## src/rtl/down_counter_timer.sv

```systemverilog
// down_counter_timer
// Loadable down-counter timer. The host loads a start value through a
// valid/ready handshake. It then starts the count and can pause, resume or
// abort it. A one-cycle `done` pulse marks expiry, which happens on the tick
// after the count reaches 0. With the periodic flag set, the counter reloads
// on expiry and keeps running, which gives interval ticks.
//
// Optional feature: define DOWN_COUNTER_TIMER_PRESCALE_EN to decrement only
// once every PRESCALE cycles while RUNNING. Without it, RUNNING ticks every
// cycle and no prescale logic exists.
//
// Every output comes straight from a register.

module down_counter_timer #(
    parameter int unsigned WIDTH    = 4,
    parameter int unsigned PRESCALE = 4
) (
    input  logic             clock,
    input  logic             reset,
    input  logic             load_valid,
    output logic             load_ready,
    input  logic [WIDTH-1:0] load_value,
    input  logic             periodic,
    input  logic             start,
    input  logic             stop,
    output logic [WIDTH-1:0] count,
    output logic [1:0]       state,
    output logic             busy,
    output logic             done
);

    typedef enum logic [1:0] {
        ST_IDLE    = 2'd0,
        ST_LOADED  = 2'd1,
        ST_RUNNING = 2'd2,
        ST_PAUSED  = 2'd3
    } state_t;

    // Registered state and outputs
    state_t            r_state;
    logic [WIDTH-1:0]  r_count;
    logic [WIDTH-1:0]  r_reload;
    logic              r_periodic;
    logic              r_done;
    logic              r_busy;
    logic              r_load_ready;

    // Next-state values from the combinational process
    state_t            w_state_nxt;
    logic [WIDTH-1:0]  w_count_nxt;
    logic [WIDTH-1:0]  w_reload_nxt;
    logic              w_periodic_nxt;
    logic              w_done_nxt;

    logic              w_accept;
    logic              w_tick;

    // A load is taken only while the handshake says we can take one.
    assign w_accept = load_valid & r_load_ready;

`ifdef DOWN_COUNTER_TIMER_PRESCALE_EN
    localparam int unsigned PW = $clog2(PRESCALE);

    logic [PW-1:0] r_presc;
    logic [PW-1:0] w_presc_nxt;
    logic          w_go;
    logic          w_run_adv;

    // The prescale counter restarts whenever the timer enters RUNNING. The
    // conditions for entering RUNNING repeat the FSM priorities.
    assign w_go = ((r_state == ST_LOADED) & start & ~stop & ~w_accept)
                | ((r_state == ST_PAUSED) & start & ~stop);

    // The prescale counter advances only while running without a pause request.
    assign w_run_adv = (r_state == ST_RUNNING) & ~stop;

    // A tick fires on the last cycle of each prescale period.
    assign w_tick = (r_presc == PW'(PRESCALE - 1));

    // Next value of the prescale counter: clear on entry, wrap on tick, hold otherwise
    always_comb begin
        w_presc_nxt = r_presc;
        if (w_go) begin
            w_presc_nxt = {PW{1'b0}};
        end else if (w_run_adv) begin
            if (w_tick) begin
                w_presc_nxt = {PW{1'b0}};
            end else begin
                w_presc_nxt = r_presc + PW'(1);
            end
        end else begin
            w_presc_nxt = r_presc;
        end
    end

    // Prescale counter register
    always_ff @(posedge clock) begin
        if (reset) begin
            r_presc <= {PW{1'b0}};
        end else begin
            r_presc <= w_presc_nxt;
        end
    end
`else
    // Every RUNNING cycle is a tick. PRESCALE only appears here so the
    // expression references it, and the expression folds to a constant 1.
    assign w_tick = 1'b1 | (PRESCALE == 32'd0);
`endif

    // Next-state and next-output logic. Priority: accepted load > stop > start.
    always_comb begin
        w_state_nxt    = r_state;
        w_count_nxt    = r_count;
        w_reload_nxt   = r_reload;
        w_periodic_nxt = r_periodic;
        w_done_nxt     = 1'b0;

        case (r_state)
            ST_IDLE: begin
                if (w_accept) begin
                    w_state_nxt    = ST_LOADED;
                    w_count_nxt    = load_value;
                    w_reload_nxt   = load_value;
                    w_periodic_nxt = periodic;
                end else begin
                    w_state_nxt = ST_IDLE;
                end
            end

            ST_LOADED: begin
                if (w_accept) begin
                    w_state_nxt    = ST_LOADED;
                    w_count_nxt    = load_value;
                    w_reload_nxt   = load_value;
                    w_periodic_nxt = periodic;
                end else if (stop) begin
                    w_state_nxt = ST_IDLE;
                end else if (start) begin
                    // The count is not decremented on the start edge itself.
                    w_state_nxt = ST_RUNNING;
                end else begin
                    w_state_nxt = ST_LOADED;
                end
            end

            ST_RUNNING: begin
                if (stop) begin
                    // A stop also overrides an expiry on the same edge. The
                    // held 0 then expires on the first tick after resume.
                    w_state_nxt = ST_PAUSED;
                end else if (w_tick) begin
                    if (r_count != {WIDTH{1'b0}}) begin
                        w_count_nxt = r_count - WIDTH'(1);
                    end else begin
                        w_done_nxt = 1'b1;
                        if (r_periodic) begin
                            w_count_nxt = r_reload;
                        end else begin
                            w_state_nxt = ST_IDLE;
                        end
                    end
                end else begin
                    w_state_nxt = ST_RUNNING;
                end
            end

            ST_PAUSED: begin
                if (stop) begin
                    w_state_nxt = ST_IDLE;
                end else if (start) begin
                    w_state_nxt = ST_RUNNING;
                end else begin
                    w_state_nxt = ST_PAUSED;
                end
            end

            default: begin
                w_state_nxt = ST_IDLE;
            end
        endcase
    end

    // State, count and output registers. busy and load_ready are derived
    // from the next state so that they always agree with `state`.
    always_ff @(posedge clock) begin
        if (reset) begin
            r_state      <= ST_IDLE;
            r_count      <= {WIDTH{1'b0}};
            r_reload     <= {WIDTH{1'b0}};
            r_periodic   <= 1'b0;
            r_done       <= 1'b0;
            r_busy       <= 1'b0;
            r_load_ready <= 1'b1;
        end else begin
            r_state      <= w_state_nxt;
            r_count      <= w_count_nxt;
            r_reload     <= w_reload_nxt;
            r_periodic   <= w_periodic_nxt;
            r_done       <= w_done_nxt;
            r_busy       <= (w_state_nxt == ST_RUNNING);
            r_load_ready <= (w_state_nxt == ST_IDLE) || (w_state_nxt == ST_LOADED);
        end
    end

    assign count      = r_count;
    assign state      = r_state;
    assign busy       = r_busy;
    assign done       = r_done;
    assign load_ready = r_load_ready;

endmodule

```

## config.mk

```make
export PLATFORM = sky130hd
export DESIGN_NAME = down_counter_timer
export DESIGN_NICKNAME = d
export VERILOG_FILES = /design/src/rtl/down_counter_timer.sv
export SDC_FILE = /design/constraint.sdc
export NUM_CORES = 1
export LEC_CHECK = 0
export BUFFER_PORTS_ARGS = -buffer_cell sky130_fd_sc_hd__buf_2
export CAP_MARGIN = 10
export CORE_UTILIZATION = 49
export DETAILED_ROUTE_END_ITERATION = 16
export GPL_ROUTABILITY_DRIVEN = 1
export PLACE_DENSITY = 0.81
export SYNTH_ARGS = -nofsm -noshare
export SYNTH_HDL_FRONTEND = slang
export SYNTH_SLANG_ARGS = --single-unit
```

## constraint.sdc

```tcl
create_clock -name clock -period 1.9 [get_ports clock]
set_input_delay 0.285 -clock clock [delete_from_list [all_inputs] [get_ports clock]]
set_output_delay 0.285 -clock clock [all_outputs]
set_load 0.005 [all_outputs]
```

# After elaboration in Yosys (flattened, before gate mapping)
# Cells that the tools add are included.
# totals
register_bits	14
latchBits	0
mem_bits_rw	0
mem_bits_ro	0
input_bits	10
output_inout_bits	9
elab_cells	43
memories	0
# op_classes
n_addsub	1
n_mul	0
div	0
n_lt_le_gt_ge	0
eq_ne	8
n_shift	0
n_mux	16
bitwise_logic	2
reduce_logical	9
# ops
op	n
2-to-1 mux 4 bit	4
2-to-1 mux 2 bit	7
case mux 2 bit (4 select lines)	1
case mux 4 bit (2 select lines)	1
== test 2 bit (second input constant)	3
== test 2 x 1 -> 1 bit (second input constant)	2
logical NOT 2 bit	2
AND reduction 4 bit	1
nonzero test 4 bit	1
subtractor 4 x 1 -> 4 bit (second input constant)	1
2-to-1 mux 1 bit	3
inequality test 3 bit (second input constant)	1
OR reduction 3 bit	1
inequality test 2 x 1 -> 1 bit (second input constant)	1
inequality test 2 bit (second input constant)	1
AND reduction 2 bit	1
nonzero test 2 bit	1
OR reduction 2 bit	1
AND 1 bit	1
logical OR 1 bit	1
inverter 1 bit	1

# Longest topological paths before layout
# logic_depth
ltp_word	6
depth_mapped	6
depth_no_buf	6

# Least setup slack after synthesis
# OpenSTA, ideal clock, no wires.
# synth_path
path_type	register to register
from	register r_count[0], in the netlist count[0]
to	register r_count[1], in the netlist count[1]
setup_time_ns	0.088
t_arrival_ns	1.467
t_required_ns	1.812
slack_ns	0.344
path_stages_with_launch	7
n_path_buf	0
period_less_slack_ns	1.556
path_cell_list	dfxtp_1 -> inv_1 -> ha_1 -> nor4b_2 -> o31ai_4 -> nor2_1 -> a311oi_2
# synth_via
elab_chain_cells	4
elab_cells_between_ends	7
classes_between	add/sub: 1; eq/ne: 1; mux: 3; reduce/logical: 2
# synth_rtl
element	line	text
start: declaration	41	logic [WIDTH-1:0] r_count;
start signal: assignment	188	r_count <= {WIDTH{1'b0}};
start signal: assignment	196	r_count <= w_count_nxt;
subtractor 4 x 1 -> 4 bit / nonzero test 4 bit (equally long branches)	153, 152	
2-to-1 mux 4 bit	152	if (r_count != {WIDTH{1'b0}}) begin
2-to-1 mux 4 bit	147	if (stop) begin
case mux 4 bit (2 select lines)	118	case (r_state)
# Parallel ways exist; a longest one is shown, timed or not. The select of a mux whose other input is x is not followed.
# A chain may end at the register's enable or synchronous reset.

# Worst setup path in the final report
# layout_path
from	register r_count[0], in the netlist count[0]
to	register r_count[0], in the netlist count[0]
# The elaborated chain is that of the path after synthesis.

==> flow_summary.json <==
{
  "status": "completed",
  "arrival_ps": 1930,
  "drcViolationCount": 0,
  "h-tree-depth": 1,
  "design.core.area_sq_um": 1320,
  "rr_endpoint": "count[0]",
  "hold_path.class": "in2reg",
  "ys_top_cells_by_area": "dfxtp_1, mux2i_1, nor2_1",
  "routed_via_density": 5.45,
  "tritoncts": "done",
  "yosys-top-cells-count": "dfxtp_1, nor2_1, inv_1, mux2i_1, nand2_1",
  "rrSetupSlack_ps": 190,
  "rr_startpoint": "count[0]",
  "crit_fanout": 8,
  "worstPathCellList": "inv_1 > ha_1 > nor4b_2 > o31ai_4 > o221ai_1 > a21oi_1",
  "ys_seq_area_share_pct": 39.6,
  "wl_met2_microns": 622,
  "drt_wl_total_microns": 1340,
  "synth_top_area_cell": "dfxtp_1",
  "pwr_density_cell_nw_per_um2": 808,
  "syn_inst": 74,
  "holdBufCountCts": 0,
  "ant_nets": 0,
  "grt_setup_unrepaired": "no",
  "swShare_pct": 27.4,
  "grt_pass1_vias": 516,
  "hold_depth": 3,
  "placed_cell_area_sq_um": 812,
  "grt_pass1_wl_microns": 2170,
  "critical_path_class": "reg2reg",
  "wl_met3_microns": 48,
  "fmax_ghz": 0.584,
  "cp_num_buf_inv": 1,
  "tns_ps": 0,
  "grt_usage_pct": 21.1,
  "grt_max_degree": 13,
  "r2r_cells": 6,
  "cpLargestDelayFamily": "compound AO/OA/AOI/OAI gates",
  "fin_nets": 108,
  "synthDistinctLibCells": 33,
  "yosys_warnings": 0,
  "async_flop_share_pct": 0,
  "cp_slowest_stage_delay_ps": 380,
  "end_kind": "flop",
  "min_period_ps": 1710,
  "synthFlopType": "dfxtp_1",
  "syn_to_final_growth_pct": 20.0,
  "seqPwrFrac_pct": 48.3,
  "wl_met1_microns": 645,
  "internal_power_w": 0.000498,
  "cpMaxStageDelayCell": "o31ai_4",
  "setup_viol": 0,
  "drt_pre_antenna_iters": 3,
  "clk_latency_ps": 280,
  "start_kind": "flop",
  "dieArea_sq_um": 1600,
  "maxSlewViolCount": 0,
  "io_pins": 19,
  "postCtsSetupRepairBufs": 0,
  "top_layer": "met4",
  "cap_violations": 0,
  "power.leakage_nw": 0.393,
  "hold_viol_final": 0,
  "overflow": 0,
  "cts_root_buf": "clkbuf_4",
  "synthDominantCellAreaShare_pct": 39.6,
  "fin_worst_skew_ps": 2.71,
  "die_y_microns": 40.0,
  "final_area_sq_um": 848,
  "worst_pin_slew_ps": 371,
  "rows": 13,
  "numPortBuffers": 18,
  "wl_per_cell_microns": 12.1,
  "dp_hpwl_microns": 1020,
  "place.gp.congestion": 0.715,
  "peakVddDrop_v": 0.000548,
  "p_clk_share_pct": 31.3,
  "power_frac_comb_pct": 20.5,
  "syn_nets": 86,
  "hold_path.startpoint": "periodic",
  "synth_edf_count": 0,
  "post_cts_resized": 0,
  "required_ps": 2110,
  "start_util_pct": 53.7,
  "n_antenna_cell": 0,
  "slew_headroom_pct": 75.3,
  "numClockSinks": 14,
  "whs_endpoint": "r_periodic",
  "worst_slack_ps": 188,
  "cts_made_buffers": 3,
  "post-place-ws_ps": 204,
  "clockBufferDepth": 2,
  "ys_ff_latch": 14,
  "drtIter0Drc": 8,
  "layout-drive-gt1-share_pct": 32.6,
  "syn_avg_cell_area_sq_um": 9.55,
  "syn_area_sq_um": 707,
  "via_count": 599,
  "p_sw_w": 0.000188,
  "period_share_pct": 90.1,
  "fp.dieW_microns": 40.0,
  "cts.reportedPaths.clkPinSlew_ps": 90,
  "synth.most_common_cell": "dfxtp_1",
  "antenna_found_initial": 0
}
## worst min-delay path: cells and delay by family
family,cells,cell delay (ps)
buffers and inverters,1,70
and+or+nand+nor,1,70
muxes,1,50
## area by class of cell
| cell class | instances | area [sq um] |
|---|---|---|
| sequential | 14 | 280 |
| inverter | 5 | 18.8 |
| clock buffer | 4 | 36.3 |
| fill | 117 | 469 |
| tap | 15 | 18.8 |
| multi-input combinational | 53 | 397 |
| timing repair buffer | 19 | 97.6 |
## stage by stage
step           std cells  total power, W  util, %  hold WS [ps]
2_1_floorplan         74        0.000435        -           363
3_3_place_gp         106        0.000474     61.6           479
3_5_place_dp         106        0.000478     61.6           486
4_1_cts              110        0.000688     64.4           231
5_1_grt              110        0.000721     64.4           274
6_report             110        0.000686     64.4           229
## worst max path at each step
stage | end | cells after the start | start | slack (ps)
floorplan | count[1] | 6 | count[0] | 340
global placement | count[0] | 6 | count[0] | 280
detailed placement | count[0] | 6 | count[0] | 200
CTS | count[0] | 6 | count[0] | 190
global route | count[3] | 6 | count[0] | 50
finish | count[0] | 6 | count[0] | 190
## per-layer routing
metal	global-route usage [%]	vias up
met5	0	-
met4	12.9	0
met1	25.2	275
met3	5.00	4
met2	33.9	13
li1	-	307
## placed cells by master, fill, tap and decap left out, types with 2 or more instances in the layout
master | synthesis | final
buf_2 | 0 | 18
a21oi_1 | 4 | 4
nand2_1 | 5 | 5
nor2_1 | 10 | 10
nor4_1 | 2 | 2
dfxtp_1 | 14 | 14
clkbuf_4 | 0 | 3
a311oi_1 | 2 | 2
a31oi_1 | 2 | 2
inv_1 | 5 | 5
ha_1 | 2 | 2
mux2i_1 | 5 | 5
## state kept, by name, summed over array words and instances (netlist names)
signal and cells:
busy 1, count 4, done 1, load_ready 1
r_periodic 1, r_reload 4, state 2
## cells by family (layout without fill, tap and decap cells)
| kind of cell | after synthesis | after routing | share of synthesized area, % |
|---|---|---|---|
| mux | 6 | 6 | 8.67 |
| flops | 14 | 14 | 39.6 |
| compound gates | 17 | 17 | 20.7 |
| simple gates | 28 | 28 | 23.2 |
| fa+ha+maj | 2 | 2 | 3.54 |
| buf+inv | 7 | 28 | 4.25 |
## power by group through the flow
stage | logic, W | registers (W) | clock network (W)
floorplan | 0.0000991 | 0.000336 | 0
global route | 0.000157 | 0.000335 | 0.000230
finish | 0.000140 | 0.000331 | 0.000214
detailed placement | 0.000140 | 0.000338 | 0
global placement | 0.000137 | 0.000337 | 0
CTS | 0.000141 | 0.000331 | 0.000216
(Power assumes the default switching activity.)
